`src/rtl/sorter_stream_ctrl.sv`:
```
// Streaming wrapper around a combinational 8-input sorter: serial bytes in,
// one full frame presented to the sorter, sorted bytes streamed back out.
module sorter_stream_ctrl #(
  parameter int W           = 8,
  parameter int N           = 8,
  parameter int DRAIN_ORDER = 0
) (
  input  logic           clk,
  input  logic           rst,
  input  logic [W-1:0]   in_data,
  input  logic           in_valid,
  output logic           in_ready,
  output logic [N*W-1:0] srt_a,
  input  logic [N*W-1:0] srt_y,
  output logic [W-1:0]   out_data,
  output logic           out_valid,
  input  logic           out_ready,
  output logic           out_last,
  output logic           busy
);

  if (N != 8) begin : g_n_check
    $error("sorter_stream_ctrl: N must be 8");
  end

  typedef enum logic [1:0] {FILL, SORT, DRAIN} state_t;

  state_t       state, state_next;
  logic [2:0]   fill_cnt, drain_cnt, drain_idx;
  logic [W-1:0] frame_p0 [N];
  logic [W-1:0] res_p1   [N];
  logic         in_fire, out_fire;

  assign in_fire  = in_valid & in_ready;
  assign out_fire = out_valid & out_ready;

  always_ff @(posedge clk) begin
    if (rst) state <= FILL;
    else     state <= state_next;
  end

  always_comb begin
    state_next = state;
    in_ready   = 1'b0;
    out_valid  = 1'b0;
    busy       = 1'b1;
    case (state)
      FILL: begin
        in_ready = ~rst;
        busy     = 1'b0;
        if (in_fire && fill_cnt == 3'd7) state_next = SORT;
      end
      SORT: state_next = DRAIN;
      DRAIN: begin
        out_valid = 1'b1;
        if (out_fire && drain_cnt == 3'd7) state_next = FILL;
      end
      default: state_next = FILL;
    endcase
  end

  // Counters wrap 7 -> 0 on the terminal handshake, which also ends the phase.
  always_ff @(posedge clk) begin
    if (rst) begin
      fill_cnt  <= 3'd0;
      drain_cnt <= 3'd0;
    end else begin
      if (in_fire) fill_cnt <= fill_cnt + 3'd1;
      if (state == SORT)  drain_cnt <= 3'd0;
      else if (out_fire)  drain_cnt <= drain_cnt + 3'd1;
    end
  end

  // Stage p0: frame assembly, frozen outside FILL so srt_a is stable for the sorter.
  always_ff @(posedge clk) begin
    if (rst) begin
      for (int i = 0; i < N; i++) frame_p0[i] <= '0;
    end else if (in_fire) begin
      frame_p0[fill_cnt] <= in_data;
    end
  end

  always_comb begin
    srt_a = '0;
    for (int i = 0; i < N; i++) srt_a[i*W +: W] = frame_p0[i];
  end

  // Stage p1: sorter result captured during the single SORT cycle.
  always_ff @(posedge clk) begin
    if (rst) begin
      for (int i = 0; i < N; i++) res_p1[i] <= '0;
    end else if (state == SORT) begin
      for (int i = 0; i < N; i++) res_p1[i] <= srt_y[i*W +: W];
    end
  end

  assign drain_idx = (DRAIN_ORDER != 0) ? (3'd7 - drain_cnt) : drain_cnt;
  assign out_data  = res_p1[drain_idx];
  assign out_last  = out_valid & (drain_cnt == 3'd7);

endmodule
```
`config.mk`:
```
export PLATFORM = sky130hd
export DESIGN_NAME = sorter_stream_ctrl
export DESIGN_NICKNAME = d
export VERILOG_FILES = /design/src/rtl/sorter_stream_ctrl.sv
export SDC_FILE = /design/constraint.sdc
export NUM_CORES = 1
export LEC_CHECK = 0
export CORE_MARGIN = 2
export CORE_UTILIZATION = 44
export DETAILED_ROUTE_END_ITERATION = 12
export GPL_TIMING_DRIVEN = 0
export PLACE_DENSITY = 0.75
export SYNTH_ARGS = -nofsm -noshare
export SYNTH_HDL_FRONTEND = slang
export SYNTH_SLANG_ARGS = --single-unit
```
`constraint.sdc`:
```
create_clock -name clk -period 2.9 [get_ports clk]
set_input_delay 0.435 -clock clk [delete_from_list [all_inputs] [get_ports clk]]
set_output_delay 0.435 -clock clk [all_outputs]
set_load 0.01 [all_outputs]
```
==> impl_metrics.prom, run 1 <==
# TYPE chip_impl_metric gauge
chip_impl_info{name="status",value="complete, no violations"} 1
chip_impl_metric{name="critical_path_arrival",unit="ns"} 2.39
chip_impl_metric{name="place_congestion",unit=""} 0.783
chip_impl_metric{name="maxCapViolations",unit=""} 0
chip_impl_metric{name="p_seq_share",unit="%"} 49.2
chip_impl_metric{name="worst_slew_pin_slew",unit="ns"} 0.909
chip_impl_metric{name="routed_wire_length_per_instance",unit="µm"} 19.3
chip_impl_metric{name="postSynthNetCount",unit=""} 438
chip_impl_metric{name="placement_rows",unit=""} 41
chip_impl_metric{name="final_design_area_no_fill",unit="µm²"} 8110
chip_impl_metric{name="postSynthCellCount",unit=""} 358
chip_impl_info{name="setup_repair_after_global_routing_missed_its_margin",value="no"} 1
chip_impl_metric{name="antenna_found_initial",unit=""} 0
chip_impl_metric{name="synth_cell_types",unit=""} 29
chip_impl_metric{name="cts.sinks",unit=""} 139
chip_impl_metric{name="cts_max_path_buffers",unit=""} 2
chip_impl_metric{name="totalNegativeSetupSlack",unit="ns"} 0
chip_impl_metric{name="layout-area-overhead-vs-synth",unit="%"} 39.5
chip_impl_metric{name="synth_sequential_area_ratio",unit="%"} 69.9
chip_impl_metric{name="die_x",unit="µm"} 119
chip_impl_metric{name="ios",unit=""} 152
chip_impl_metric{name="detail_route.drc_violations",unit=""} 0
chip_impl_metric{name="drt-pass1-iter-count",unit=""} 4
chip_impl_metric{name="min_period_over_period",unit="%"} 97.4
chip_impl_metric{name="post-place-ws",unit="ns"} -0.0468
chip_impl_metric{name="setup_viol_count_final",unit=""} 0
chip_impl_metric{name="part_of_the_total_power_dissipated_in_combinational_logic",unit="%"} 7.7
chip_impl_info{name="cp-end-kind",value="output pin"} 1
chip_impl_metric{name="switchingPower",unit="mW"} 0.974
chip_impl_metric{name="cts_hold_repair.buffers",unit=""} 0
chip_impl_metric{name="first_global_vias",unit=""} 3737
chip_impl_metric{name="worst_setup_hold_path_clk_slew",unit="ns"} 0.05
chip_impl_metric{name="antenna_diode_count",unit=""} 0
chip_impl_metric{name="layout_min_cycle_time",unit="ns"} 2.83
chip_impl_metric{name="whs",unit="ns"} 0.495
chip_impl_metric{name="p_sw_share",unit="%"} 20.7
chip_impl_info{name="cts_root_buf",value="sky130_fd_sc_hd__clkbuf_16"} 1
chip_impl_metric{name="die-height",unit="µm"} 119
chip_impl_metric{name="clock-skew-final",unit="ns"} 0.00696
chip_impl_metric{name="p_leak",unit="nW"} 2.95
chip_impl_metric{name="post-dp-hpwl",unit="mm"} 9.66
chip_impl_info{name="cts_tree",value="done"} 1
chip_impl_metric{name="timing_hold_violations_final",unit=""} 0
chip_impl_metric{name="regToRegSetupSlack",unit="ns"} 0.86
chip_impl_metric{name="gr-usage-all-layers",unit="%"} 20.6
chip_impl_metric{name="postLayoutSetupSlackWorst",unit="ns"} 0.0743
chip_impl_metric{name="worst_skew_pair.late_latency",unit="ns"} 0.42
chip_impl_metric{name="power.internal",unit="mW"} 3.72
chip_impl_metric{name="filler_cells",unit=""} 905
chip_impl_info{name="crit_end",value="out_data[5]"} 1
chip_impl_metric{name="drt-met1-wl",unit="mm"} 5.78
chip_impl_metric{name="dr_wl_met3",unit="mm"} 1.14
chip_impl_metric{name="via_per_inst",unit=""} 4.95
chip_impl_metric{name="worst_ir_drop_vdd",unit="µV"} 438
chip_impl_metric{name="slew_headroom",unit="%"} 39.4
chip_impl_metric{name="nets",unit=""} 607
chip_impl_metric{name="route.met2.wl",unit="mm"} 6.55
chip_impl_info{name="regToRegEndpoint",value="frame_p0[1][0]$_SDFFCE_PN0P_"} 1
chip_impl_metric{name="post_synthesis_instance_area",unit="µm²"} 5810
chip_impl_metric{name="grt_overflow",unit=""} 0
chip_impl_metric{name="ys.warnings.count",unit=""} 0
chip_impl_metric{name="drt-total-wl",unit="mm"} 13.7
chip_impl_metric{name="dpl-instance-area",unit="µm²"} 7550
chip_impl_metric{name="drive_gt1_share",unit="%"} 13.0
chip_impl_metric{name="fmax",unit="MHz"} 354
chip_impl_info{name="regToRegStartpoint",value="state[1]$_SDFFE_PP0P_"} 1
chip_impl_metric{name="buffer_ports.inserted",unit=""} 151
chip_impl_metric{name="cellPowerDensity",unit="nW/µm²"} 579
chip_impl_metric{name="crit_path_max_fanout",unit=""} 10
chip_impl_metric{name="floorplan.core_area",unit="µm²"} 12800
chip_impl_metric{name="reg2reg_depth",unit=""} 4
chip_impl_metric{name="synth.ff_latch_count",unit=""} 139
chip_impl_metric{name="postRouteAntennaNets",unit=""} 0
chip_impl_info{name="setup.worst_path.class",value="reg2out"} 1
chip_impl_metric{name="grt_first_pass_wirelength",unit="mm"} 21.4
chip_impl_info{name="dr.max_layer_used",value="met4"} 1
chip_impl_metric{name="avgSynthCellArea",unit="µm²"} 16.2
chip_impl_metric{name="clock_network_fraction_of_total_power",unit="%"} 43.2
chip_impl_info{name="min-delay-path-class",value="reg2reg"} 1
chip_impl_metric{name="floorplan.die_area",unit="µm²"} 14200
chip_impl_metric{name="dr_total_vias",unit=""} 3522
chip_impl_metric{name="final_report_max_slew_violation_count",unit=""} 0
chip_impl_metric{name="htree_levels",unit=""} 4
chip_impl_metric{name="grt_max_degree",unit=""} 69
chip_impl_metric{name="timing.critical_path.required",unit="ns"} 2.47
chip_impl_metric{name="initial_core_util",unit="%"} 45.5
chip_impl_metric{name="numCtsBuffers",unit=""} 17
chip_impl_info{name="worstSetupStartpointType",value="flop"} 1
chip_impl_metric{name="drt_first_iter_violations",unit=""} 239
[final cells by class]
cell class / count / area (µm²) / share of cell area [%]
sequential: 139 / 4070 / 50.1
timing repair buffer: 151 / 1510 / 18.6
tap: 172 / 215 / 2.65
buffer: 13 / 81.3 / 1.00
multi-input combinational: 203 / 1690 / 20.8
clock inverter: 11 / 103 / 1.27
inverter: 2 / 7.51 / 0.0926
clock buffer: 21 / 440 / 5.43
[kinds of logic after synthesis]
group                      share of synthesized area (%)
and+or+nand+nor                                     19.3
DFF                                                 69.9
muxes                                               8.09
buffers and inverters                               1.25
adders and majority gates                          0.861
AOI/OAI and AO/OA                                  0.258
xor gates and xnor gates                           0.301
[layer usage]
metal | vias to the layer above | GRT usage, %
met5 | - | 0
met4 | 0 | 7.59
met3 | 20 | 7.38
met2 | 124 | 32.9
met1 | 1742 | 25.7
li1 | 1636 | -
[sequential cells by signal, summed over array words and instances, names as in the netlist, named ones only]
name,flops
state,2
fill_cnt,3
drain_cnt,3
frame_p0,64
res_p1,64
[Yosys cell counts (all sizes together)]
| library cell | count | area (µm²) |
|---|---|---|
| edfxtp | 128 | 3840 |
| and2 | 113 | 707 |
| nor2b | 17 | 106 |
| mux4 | 16 | 360 |
| dfxtp | 11 | 220 |
| clkbuf | 9 | 33.8 |
| or2 | 9 | 56.3 |
| mux2 | 8 | 90.1 |
| nor2 | 7 | 26.3 |
| buf | 5 | 31.3 |
| nand2 | 5 | 18.8 |
| ha | 4 | 50.1 |
| nor3 | 4 | 65.1 |
| nor4 | 4 | 85.1 |
| a21oi | 3 | 15.0 |
| nand2b | 3 | 18.8 |
| inv | 2 | 7.50 |
| mux2i | 2 | 20.0 |
| nand3 | 2 | 10.0 |
| and3 | 1 | 6.26 |
| nand3b | 1 | 7.51 |
| nor3b | 1 | 7.51 |
| or4b | 1 | 10.0 |
| xnor2 | 1 | 8.76 |
| xor2 | 1 | 8.76 |
[layout by cell type, fill, tap and decap left out, types with 2 or more instances in the layout]
master / n
sky130_fd_sc_hd__a21oi_1: 3
sky130_fd_sc_hd__and2_1: 113
sky130_fd_sc_hd__buf_6: 2
sky130_fd_sc_hd__bufinv_16: 2
sky130_fd_sc_hd__clkbuf_1: 12
sky130_fd_sc_hd__clkbuf_16: 17
sky130_fd_sc_hd__clkdlybuf4s50_1: 151
sky130_fd_sc_hd__clkinv_1: 6
sky130_fd_sc_hd__clkinvlp_4: 2
sky130_fd_sc_hd__dfxtp_1: 10
sky130_fd_sc_hd__edfxtp_1: 128
sky130_fd_sc_hd__ha_1: 4
sky130_fd_sc_hd__mux2_2: 8
sky130_fd_sc_hd__mux2i_1: 2
sky130_fd_sc_hd__mux4_2: 16
sky130_fd_sc_hd__nand2_1: 5
sky130_fd_sc_hd__nand2b_1: 2
sky130_fd_sc_hd__nand3_1: 2
sky130_fd_sc_hd__nor2_1: 7
sky130_fd_sc_hd__nor2b_1: 17
sky130_fd_sc_hd__nor3_4: 4
sky130_fd_sc_hd__nor4_4: 4
sky130_fd_sc_hd__or2_2: 9
[critical path, stage by stage, from the launching register on]
cell and delay, ns:
sky130_fd_sc_hd__dfxtp_2 0.46, sky130_fd_sc_hd__clkbuf_2 0.36, sky130_fd_sc_hd__mux4_2 0.39, sky130_fd_sc_hd__mux2_2 0.28
sky130_fd_sc_hd__clkdlybuf4s50_1 0.48
[power groups by stage]
stage / Sequential (mW) / Clock [mW] / Combinational (mW)
final: 2.31 / 2.03 / 0.360
after global routing: 2.32 / 2.12 / 0.385
after CTS: 2.31 / 2.06 / 0.365
after detailed placement: 2.35 / 0 / 0.361
after global placement: 2.35 / 0 / 0.354
after floorplan: 2.37 / 0 / 0.0975
[worst min-delay path by stage]
| stage | start | endpoint | slack (ns) | cells after the start |
|---|---|---|---|---|
| finish | drain_cnt[2]$_SDFFE_PP0P_ | flop | 0.49 | 2 |
| global route | drain_cnt[2]$_SDFFE_PP0P_ | flop | 0.52 | 2 |
| CTS | drain_cnt[2]$_SDFFE_PP0P_ | flop | 0.49 | 2 |
| detailed placement | drain_cnt[2]$_SDFFE_PP0P_ | flop | 0.49 | 2 |
| global placement | drain_cnt[1]$_SDFFE_PP0P_ | drain_cnt[1]$_SDFFE_PP0P_ | 0.48 | 2 |
| floorplan | drain_cnt[1]$_SDFFE_PP0P_ | flop | 0.45 | 2 |
[metrics by stage]
stage	util, %	power [mW]	cells
floorplan	-	2.46	358
global placement	59.0	2.70	681
detailed placement	59.1	2.71	681
CTS	63.5	4.73	712
global route	63.5	4.82	712
finish	63.5	4.70	712
[repair_timing]
action | CTS | global route
gates resized for setup | 6 | 1
setup endpoints to repair | 8 | 6
setup buffers | 0 | 0
(Power assumes the default switching activity.)
==> run 2: changes to the inputs <==
--- a/config.mk
+++ b/config.mk
@@ -5,11 +5,12 @@
 export SDC_FILE = /design/constraint.sdc
 export NUM_CORES = 1
 export LEC_CHECK = 0
+export ABC_AREA = 1
 export CORE_MARGIN = 2
-export CORE_UTILIZATION = 44
+export CORE_UTILIZATION = 45
 export DETAILED_ROUTE_END_ITERATION = 12
 export GPL_TIMING_DRIVEN = 0
-export PLACE_DENSITY = 0.75
+export PLACE_DENSITY = 0.76
 export SYNTH_ARGS = -nofsm -noshare
 export SYNTH_HDL_FRONTEND = slang
 export SYNTH_SLANG_ARGS = --single-unit
==> run 2 against run 1 <==
Net effect: utilization grew 0.078 points; fmax up 9.0%; highest routed layer unchanged; via count is 31% higher; setup slack improved by 0.23 ns; non-clock buffer count up 7; sequential power hardly changed; first-iteration DRC count is 28% higher; combinational power increased by 8.3%; register-to-register slack improved by 0.40 ns; clock-buffer cell count fell by 3.
==> impl_metrics.prom, run 2 <==
# TYPE chip_impl_metric gauge
chip_impl_metric{name="whs",unit="ns"} 0.546
chip_impl_metric{name="part_of_the_total_power_dissipated_in_combinational_logic",unit="%"} 8.2
chip_impl_metric{name="post-dp-hpwl",unit="mm"} 11.0
chip_impl_info{name="min-delay-path-class",value="reg2reg"} 1
chip_impl_info{name="setup.worst_path.class",value="reg2out"} 1
chip_impl_metric{name="post_synthesis_instance_area",unit="µm²"} 6140
chip_impl_info{name="crit_path_frequent_cell",value="sky130_fd_sc_hd__nand2_1"} 1
chip_impl_metric{name="dr_total_vias",unit=""} 4623
chip_impl_metric{name="critical_path_arrival",unit="ns"} 2.16
chip_impl_metric{name="final_design_area_no_fill",unit="µm²"} 8450
chip_impl_metric{name="gr-usage-all-layers",unit="%"} 21.5
chip_impl_info{name="synth_area_leaders",value="sky130_fd_sc_hd__edfxtp_1 63%, sky130_fd_sc_hd__inv_1 9.0%, sky130_fd_sc_hd__nor2_1 8.6%, sky130_fd_sc_hd__nand2_1 7.4%, sky130_fd_sc_hd__dfxtp_1 3.6%"} 1
chip_impl_metric{name="via_per_inst",unit=""} 4.66
chip_impl_metric{name="clock-skew-final",unit="ns"} 0.00909
chip_impl_metric{name="die_x",unit="µm"} 121
chip_impl_metric{name="layout_min_cycle_time",unit="ns"} 2.59
chip_impl_info{name="worstSetupStartpointType",value="flop"} 1
chip_impl_metric{name="max_stage_delay",unit="ns"} 0.54
chip_impl_info{name="layout.cells.most_common",value="sky130_fd_sc_hd__clkdlybuf4s50_1"} 1
chip_impl_metric{name="regToRegSetupSlack",unit="ns"} 1.26
chip_impl_info{name="most_numerous_cell_in_the_yosys_netlist",value="sky130_fd_sc_hd__inv_1"} 1
chip_impl_metric{name="clock_network_fraction_of_total_power",unit="%"} 43.3
chip_impl_metric{name="floorplan.core_area",unit="µm²"} 13300
chip_impl_metric{name="ys.warnings.count",unit=""} 0
chip_impl_info{name="cts_root_buf",value="sky130_fd_sc_hd__clkbuf_16"} 1
chip_impl_metric{name="cts.sinks",unit=""} 139
chip_impl_metric{name="cts_hold_repair.buffers",unit=""} 0
chip_impl_info{name="mostFrequentLayoutCells",value="151 x sky130_fd_sc_hd__clkdlybuf4s50_1, 146 x sky130_fd_sc_hd__inv_1, 140 x sky130_fd_sc_hd__nor2_1"} 1
chip_impl_metric{name="synth.ff_latch_count",unit=""} 139
chip_impl_metric{name="ctsResizeCount",unit=""} 0
chip_impl_metric{name="min_delay_path_depth",unit=""} 2
chip_impl_info{name="cp_slowest_cell",value="sky130_fd_sc_hd__clkdlybuf4s50_1"} 1
chip_impl_metric{name="ios",unit=""} 152
chip_impl_metric{name="worst_setup_hold_path_clk_slew",unit="ns"} 0.06
chip_impl_metric{name="switchingPower",unit="mW"} 1.14
chip_impl_metric{name="worstPathBufferInverterCount",unit=""} 4
chip_impl_info{name="cts_tree",value="done"} 1
chip_impl_metric{name="grt_overflow",unit=""} 0
chip_impl_metric{name="postSynthNetCount",unit=""} 713
chip_impl_metric{name="avgSynthCellArea",unit="µm²"} 9.71
chip_impl_metric{name="antenna_found_initial",unit=""} 0
chip_impl_metric{name="asyncSetResetFlopFracSynth",unit="%"} 0
chip_impl_metric{name="p_leak",unit="nW"} 3.93
chip_impl_info{name="top_regs",value="frame_p0 (64), res_p1 (64)"} 1
chip_impl_metric{name="timing_hold_violations_final",unit=""} 0
chip_impl_metric{name="p_seq_share",unit="%"} 48.5
chip_impl_info{name="synth.cells.most_frequent",value="147 x sky130_fd_sc_hd__inv_1, 140 x sky130_fd_sc_hd__nor2_1, 128 x sky130_fd_sc_hd__edfxtp_1"} 1
chip_impl_metric{name="worst_ir_drop_vdd",unit="µV"} 531
chip_impl_metric{name="synth_sequential_area_ratio",unit="%"} 66.2
chip_impl_metric{name="reg2reg_depth",unit=""} 3
chip_impl_info{name="synth_largest_area_cell",value="sky130_fd_sc_hd__edfxtp_1"} 1
chip_impl_info{name="hold_start",value="drain_cnt[0]$_SDFFE_PP0P_"} 1
chip_impl_metric{name="placement_rows",unit=""} 42
chip_impl_metric{name="worst_skew_pair.late_latency",unit="ns"} 0.43
chip_impl_metric{name="fmax",unit="MHz"} 386
chip_impl_metric{name="timing.critical_path.required",unit="ns"} 2.47
chip_impl_metric{name="detail_route.drc_violations",unit=""} 0
chip_impl_metric{name="htree_levels",unit=""} 4
chip_impl_metric{name="synth_enable_flop_cells",unit=""} 128
chip_impl_info{name="regToRegStartpoint",value="state[0]$_SDFFE_PP0P_"} 1
chip_impl_metric{name="cts_max_path_buffers",unit=""} 2
chip_impl_metric{name="synth_cell_types",unit=""} 20
chip_impl_metric{name="layout-area-overhead-vs-synth",unit="%"} 37.6
chip_impl_metric{name="crit_path_max_fanout",unit=""} 10
chip_impl_metric{name="grt_first_pass_wirelength",unit="mm"} 23.7
chip_impl_metric{name="grt_max_degree",unit=""} 43
chip_impl_info{name="regToRegEndpoint",value="res_p1[4][3]$_SDFFCE_PN0P_"} 1
chip_impl_metric{name="routed_wire_length_per_instance",unit="µm"} 15.1
chip_impl_metric{name="setup_viol_count_final",unit=""} 0
chip_impl_metric{name="totalNegativeSetupSlack",unit="ns"} 0
chip_impl_metric{name="min_period_over_period",unit="%"} 89.4
chip_impl_info{name="ys_dominant_reg_cell",value="sky130_fd_sc_hd__edfxtp_1"} 1
chip_impl_metric{name="power.internal",unit="mW"} 3.60
chip_impl_metric{name="worst_slew_pin_slew",unit="ns"} 0.590
chip_impl_metric{name="antenna_diode_count",unit=""} 0
chip_impl_info{name="cp-end-kind",value="output pin"} 1
chip_impl_metric{name="final_report_max_slew_violation_count",unit=""} 0
chip_impl_metric{name="nets",unit=""} 884
chip_impl_metric{name="maxCapViolations",unit=""} 0
chip_impl_metric{name="postSynthCellCount",unit=""} 633
chip_impl_metric{name="finalCoreUtilization",unit="%"} 63.6
chip_impl_metric{name="buffer_ports.inserted",unit=""} 151
chip_impl_metric{name="numCtsBuffers",unit=""} 17
chip_impl_metric{name="dpl-instance-area",unit="µm²"} 7900
chip_impl_info{name="cp_top_family",value="buffers and inverters"} 1
chip_impl_metric{name="place_congestion",unit=""} 0.835
chip_impl_info{name="status",value="complete, no violations"} 1
chip_impl_metric{name="drive_gt1_share",unit="%"} 7.71
chip_impl_metric{name="cts_setup_buffers",unit=""} 0
chip_impl_metric{name="cellPowerDensity",unit="nW/µm²"} 561
chip_impl_info{name="endpoint_with_the_worst_hold_slack",value="drain_cnt[0]$_SDFFE_PP0P_"} 1
chip_impl_metric{name="floorplan.die_area",unit="µm²"} 14600
chip_impl_metric{name="drt-pass1-iter-count",unit=""} 4
chip_impl_metric{name="p_sw_share",unit="%"} 24.0
chip_impl_metric{name="die-height",unit="µm"} 121
chip_impl_metric{name="post-layout-total-power",unit="mW"} 4.74
chip_impl_info{name="critical_path.cell_chain",value="buf_2, inv_2, buf_2, nand3_1, nand2_1, nand2_1, nand2_1, clkdlybuf4s50_1"} 1
chip_impl_metric{name="drt-total-wl",unit="mm"} 15.0
chip_impl_metric{name="postRouteAntennaNets",unit=""} 0
chip_impl_metric{name="slew_headroom",unit="%"} 60.7
chip_impl_metric{name="netlist.area_leader.share",unit="%"} 62.6
chip_impl_metric{name="initial_core_util",unit="%"} 46.2
chip_impl_info{name="setup_repair_after_global_routing_missed_its_margin",value="no"} 1
chip_impl_metric{name="drt_first_iter_violations",unit=""} 305
chip_impl_metric{name="first_global_vias",unit=""} 4883
==> run 2: cell types whose count changed in the layout (fill, tap and decap cells not counted), moves of 6 or more <==
cell                       change
sky130_fd_sc_hd__mux2_2        -8
sky130_fd_sc_hd__mux4_2       -16
sky130_fd_sc_hd__inv_1       +145
sky130_fd_sc_hd__nand2_4       +8
sky130_fd_sc_hd__nand2_1     +116
sky130_fd_sc_hd__nand3_1      +35
sky130_fd_sc_hd__nor2_1      +133
sky130_fd_sc_hd__inv_6         +7
sky130_fd_sc_hd__buf_2        +12
sky130_fd_sc_hd__clkbuf_1      -7
sky130_fd_sc_hd__and2_1      -113
sky130_fd_sc_hd__or2_2         -9
sky130_fd_sc_hd__nor2b_1      -17
sky130_fd_sc_hd__inv_2         +6
==> run 2: worst max-delay path by stage <==
stage / cells after the start / startpoint / end
2_1_floorplan: 2 / state[0]$_SDFFE_PP0P_ / res_p1[0][0]$_SDFFCE_PN0P_
3_3_place_gp: 3 / rst / res_p1[0][2]$_SDFFCE_PN0P_
3_5_place_dp: 4 / rst / in_ready
4_1_cts: 8 / flop / out_data[5]
5_1_grt: 8 / flop / out_data[4]
6_report: 8 / flop / out_data[5]
==> run 2: cells by family after synthesis <==
logic type                 after synthesis  share of synthesized area, %
and+or+nand+nor                        311                          21.6
buffers and inverters                  172                          10.8
DFF                                    139                          66.2
AOI/OAI and AO/OA                        7                         0.570
adders and majority gates                4                         0.815
==> run 2: worst register-to-register path: cells and delay by family (launching register included) <==
kind / cells / cell delay, ns
AOI/OAI and AO/OA: 1 / 0.15
DFF: 1 / 0.41
buffers and inverters: 2 / 0.74
==> run 2: metrics by stage <==
step | setup WS (ns) | std cells
final | 0.307 | 993
after global routing | 0.208 | 993
after CTS | 0.292 | 993
after detailed placement | 0.592 | 961
after global placement | -0.306 | 960
after floorplan | 0.692 | 633
==> run 2: cell type report <==
| cell class | count | area (µm²) |
|---|---|---|
| tap | 176 | 220 |
| buffer | 19 | 90.1 |
| timing repair buffer | 152 | 1530 |
| inverter | 153 | 574 |
| fill | 1061 | 4840 |
| clock buffer | 18 | 429 |
| sequential | 139 | 4060 |
| multi-input combinational | 322 | 1420 |
| clock inverter | 14 | 126 |
==> run 2: routing by layer <==
layer	GRT usage [%]	wire (µm)	up-vias
li1	-	-	2275
met1	23.7	5710	2166
met2	36.9	7580	156
met3	9.20	1420	26
met4	7.85	270	0
met5	0	0	-
==> run 2: power groups by stage <==
| stage | logic [mW] | registers (mW) | clock network (mW) |
|---|---|---|---|
| after global placement | 0.380 | 2.34 | 0 |
| after CTS | 0.393 | 2.30 | 2.07 |
| after detailed placement | 0.389 | 2.34 | 0 |
| final | 0.390 | 2.30 | 2.05 |
| after global routing | 0.424 | 2.31 | 2.14 |
| after floorplan | 0.127 | 2.36 | 0 |
==> run 3: changes to the inputs <==
--- a/config.mk
+++ b/config.mk
@@ -11,6 +11,7 @@
 export DETAILED_ROUTE_END_ITERATION = 12
 export GPL_TIMING_DRIVEN = 0
 export PLACE_DENSITY = 0.76
+export SLEW_MARGIN = 15
 export SYNTH_ARGS = -nofsm -noshare
 export SYNTH_HDL_FRONTEND = slang
 export SYNTH_SLANG_ARGS = --single-unit
==> constraint.sdc (replaced) <==
create_clock -name clk -period 2.9 [get_ports clk]
set_input_delay 0.58 -clock clk [delete_from_list [all_inputs] [get_ports clk]]
set_output_delay 0.58 -clock clk [all_outputs]
set_load 0.01 [all_outputs]
==> run 3 against run 2 <==
Net effect: critical path depth is the same; combinational power is essentially flat; sequential power is essentially flat; clock power is essentially flat; utilization shrank 0.16 points; sequential share of layout area grew 0.12 points; setup slack lost 0.14 ns; clock-buffer cell count is the same; critical path type unchanged; largest power group unchanged; highest routed layer unchanged.
==> impl_metrics.prom, run 3 (same netlist as run 2, synthesis figures left out) <==
# TYPE chip_impl_metric gauge
chip_impl_info{name="status",value="complete, no violations"} 1
chip_impl_metric{name="grt_first_pass_wirelength",unit="mm"} 23.4
chip_impl_info{name="mostFrequentLayoutCells",value="151 x sky130_fd_sc_hd__clkdlybuf4s50_1, 146 x sky130_fd_sc_hd__inv_1, 140 x sky130_fd_sc_hd__nor2_1"} 1
chip_impl_metric{name="reg2reg_depth",unit=""} 5
chip_impl_metric{name="die_x",unit="µm"} 121
chip_impl_info{name="crit_end",value="out_data[5]"} 1
chip_impl_metric{name="crit_path_max_fanout",unit=""} 10
chip_impl_info{name="regToRegEndpoint",value="frame_p0[3][7]$_SDFFCE_PN0P_"} 1
chip_impl_metric{name="dr_total_vias",unit=""} 4665
chip_impl_metric{name="max_stage_delay",unit="ns"} 0.53
chip_impl_metric{name="fmax",unit="MHz"} 366
chip_impl_info{name="critical_path.cell_chain",value="buf_2, inv_2, buf_2, nand3_1, nand2_1, nand2_1, nand2_1, clkdlybuf4s50_1"} 1
chip_impl_metric{name="buffer_ports.inserted",unit=""} 151
chip_impl_metric{name="first_global_vias",unit=""} 4807
chip_impl_metric{name="worst_setup_hold_path_clk_slew",unit="ns"} 0.06
chip_impl_info{name="top_regs",value="frame_p0 (64), res_p1 (64)"} 1
chip_impl_metric{name="ios",unit=""} 152
chip_impl_metric{name="setup_viol_count_final",unit=""} 0
chip_impl_metric{name="grt_max_degree",unit=""} 67
chip_impl_info{name="worstSetupStartpointType",value="flop"} 1
chip_impl_metric{name="critical_path_cell_count",unit=""} 8
chip_impl_metric{name="drive_gt1_share",unit="%"} 7.60
chip_impl_metric{name="min_delay_path_depth",unit=""} 2
chip_impl_info{name="cts_tree",value="done"} 1
chip_impl_metric{name="worst_slew_pin_slew",unit="ns"} 0.834
chip_impl_metric{name="critical_path_arrival",unit="ns"} 2.16
chip_impl_info{name="setup.worst_path.class",value="reg2out"} 1
chip_impl_metric{name="drt-pass1-iter-count",unit=""} 5
chip_impl_metric{name="floorplan.core_area",unit="µm²"} 13300
chip_impl_metric{name="die-height",unit="µm"} 121
chip_impl_metric{name="maxCapViolations",unit=""} 0
chip_impl_metric{name="worst_skew_pair.late_latency",unit="ns"} 0.42
chip_impl_metric{name="via_per_inst",unit=""} 4.70
chip_impl_metric{name="clock-skew-final",unit="ns"} 0.00782
chip_impl_metric{name="regToRegSetupSlack",unit="ns"} 1.28
chip_impl_metric{name="finalCoreUtilization",unit="%"} 63.4
chip_impl_metric{name="postRouteAntennaNets",unit=""} 0
chip_impl_metric{name="layout_min_cycle_time",unit="ns"} 2.74
chip_impl_info{name="crit_path_frequent_cell",value="sky130_fd_sc_hd__nand2_1"} 1
chip_impl_metric{name="worstPathBufferInverterCount",unit=""} 4
chip_impl_metric{name="htree_levels",unit=""} 4
chip_impl_info{name="cts_root_buf",value="sky130_fd_sc_hd__clkbuf_16"} 1
chip_impl_metric{name="initial_core_util",unit="%"} 46.2
chip_impl_info{name="setup_repair_after_global_routing_missed_its_margin",value="no"} 1
chip_impl_info{name="regToRegStartpoint",value="state[1]$_SDFFE_PP0P_"} 1
chip_impl_metric{name="post-layout-total-power",unit="mW"} 4.72
chip_impl_metric{name="antenna_found_initial",unit=""} 0
chip_impl_metric{name="nets",unit=""} 883
chip_impl_metric{name="placement_rows",unit=""} 42
chip_impl_metric{name="drt_first_iter_violations",unit=""} 353
chip_impl_metric{name="ctsResizeCount",unit=""} 0
chip_impl_metric{name="min_period_over_period",unit="%"} 94.3
chip_impl_info{name="cp_slowest_cell",value="sky130_fd_sc_hd__clkdlybuf4s50_1"} 1
chip_impl_metric{name="cts.sinks",unit=""} 139
chip_impl_metric{name="detail_route.drc_violations",unit=""} 0
chip_impl_metric{name="drt-total-wl",unit="mm"} 14.9
chip_impl_metric{name="routed_wire_length_per_instance",unit="µm"} 15.1
chip_impl_metric{name="floorplan.die_area",unit="µm²"} 14600
chip_impl_metric{name="whs",unit="ns"} 0.543
chip_impl_metric{name="timing.critical_path.required",unit="ns"} 2.32
chip_impl_info{name="min-delay-path-class",value="reg2reg"} 1
chip_impl_metric{name="final_report_max_slew_violation_count",unit=""} 0
chip_impl_metric{name="p_leak",unit="nW"} 3.92
chip_impl_metric{name="antenna_diode_count",unit=""} 0
chip_impl_metric{name="cts_setup_buffers",unit=""} 0
chip_impl_metric{name="worst_ir_drop_vdd",unit="µV"} 409
chip_impl_info{name="layout.cells.most_common",value="sky130_fd_sc_hd__clkdlybuf4s50_1"} 1
chip_impl_metric{name="layout-area-overhead-vs-synth",unit="%"} 37.2
chip_impl_metric{name="place_congestion",unit=""} 0.835
chip_impl_metric{name="cellPowerDensity",unit="nW/µm²"} 560
chip_impl_metric{name="timing_hold_violations_final",unit=""} 0
chip_impl_metric{name="post-dp-hpwl",unit="mm"} 10.9
chip_impl_metric{name="cts_hold_repair.buffers",unit=""} 0
chip_impl_metric{name="numCtsBuffers",unit=""} 17
chip_impl_metric{name="grt_overflow",unit=""} 0
chip_impl_info{name="cp-end-kind",value="output pin"} 1
chip_impl_metric{name="slew_headroom",unit="%"} 44.4
chip_impl_metric{name="cts_max_path_buffers",unit=""} 2
chip_impl_info{name="cp_top_family",value="buffers and inverters"} 1
chip_impl_metric{name="gr-usage-all-layers",unit="%"} 21.3
## run 3: cell count changes in the layout (fill, tap and decap cells not counted), sizes merged
| cell | previous run | this run |
|---|---|---|
| clkinv | 2 | 1 |
| buf | 16 | 15 |
| clkinvlp | 1 | 2 |
## run 3: layer usage
metal,track usage (%),wire (µm),up-vias
met2,36.3,7390,203
met4,8.07,304,0
met3,9.34,1600,29
met5,0,0,-
li1,-,-,2272
met1,23.5,5650,2161
## run 3: cell type report
type                       instances  area, µm²
fill                            1041       4870
sequential                       139       4060
timing repair buffer             151       1510
multi-input combinational        322       1420
inverter                         153        577
clock buffer                      18        429
tap                              176        220
clock inverter                    14        123
buffer                            19       90.1
## run 3: power breakdown
| part | internal [mW] | total, mW | switching (mW) |
|---|---|---|---|
| sequential | 2.27 | 2.30 | 0.0298 |
| clock | 1.13 | 2.03 | 0.901 |
| combinational | 0.196 | 0.388 | 0.192 |
## run 3: how the worst min path moves through the flow
stage	from	endpoint	slack, ns
global placement	drain_cnt[0]$_SDFFE_PP0P_	drain_cnt[0]$_SDFFE_PP0P_	0.49
CTS	drain_cnt[0]$_SDFFE_PP0P_	drain_cnt[0]$_SDFFE_PP0P_	0.55
global route	drain_cnt[0]$_SDFFE_PP0P_	flop	0.57
detailed placement	drain_cnt[1]$_SDFFE_PP0P_	drain_cnt[1]$_SDFFE_PP0P_	0.53
finish	drain_cnt[0]$_SDFFE_PP0P_	drain_cnt[0]$_SDFFE_PP0P_	0.54
floorplan	drain_cnt[0]$_SDFFE_PP0P_	flop	0.48
## run 3: stage by stage
| step | setup TNS [ns] | cell area (µm²) | std cells | setup WS (ns) |
|---|---|---|---|---|
| 4_1_cts | 0 | 8430 | 992 | 0.145 |
| 3_3_place_gp | -29.23 | 7880 | 960 | -0.451 |
| 2_1_floorplan | 0 | 6140 | 633 | 0.564 |
| 3_5_place_dp | 0 | 7880 | 960 | 0.298 |
| 6_report | 0 | 8430 | 992 | 0.165 |
| 5_1_grt | 0 | 8430 | 992 | 0.0813 |
## run 3: worst reg2reg max path, cell delays in order, from the launching register on
cell	delay, ns
sky130_fd_sc_hd__dfxtp_1	0.35
sky130_fd_sc_hd__nor2_4	0.17
sky130_fd_sc_hd__nand3_4	0.17
sky130_fd_sc_hd__nor2_8	0.21
sky130_fd_sc_hd__nand2_4	0.11
sky130_fd_sc_hd__nand2_1	0.29
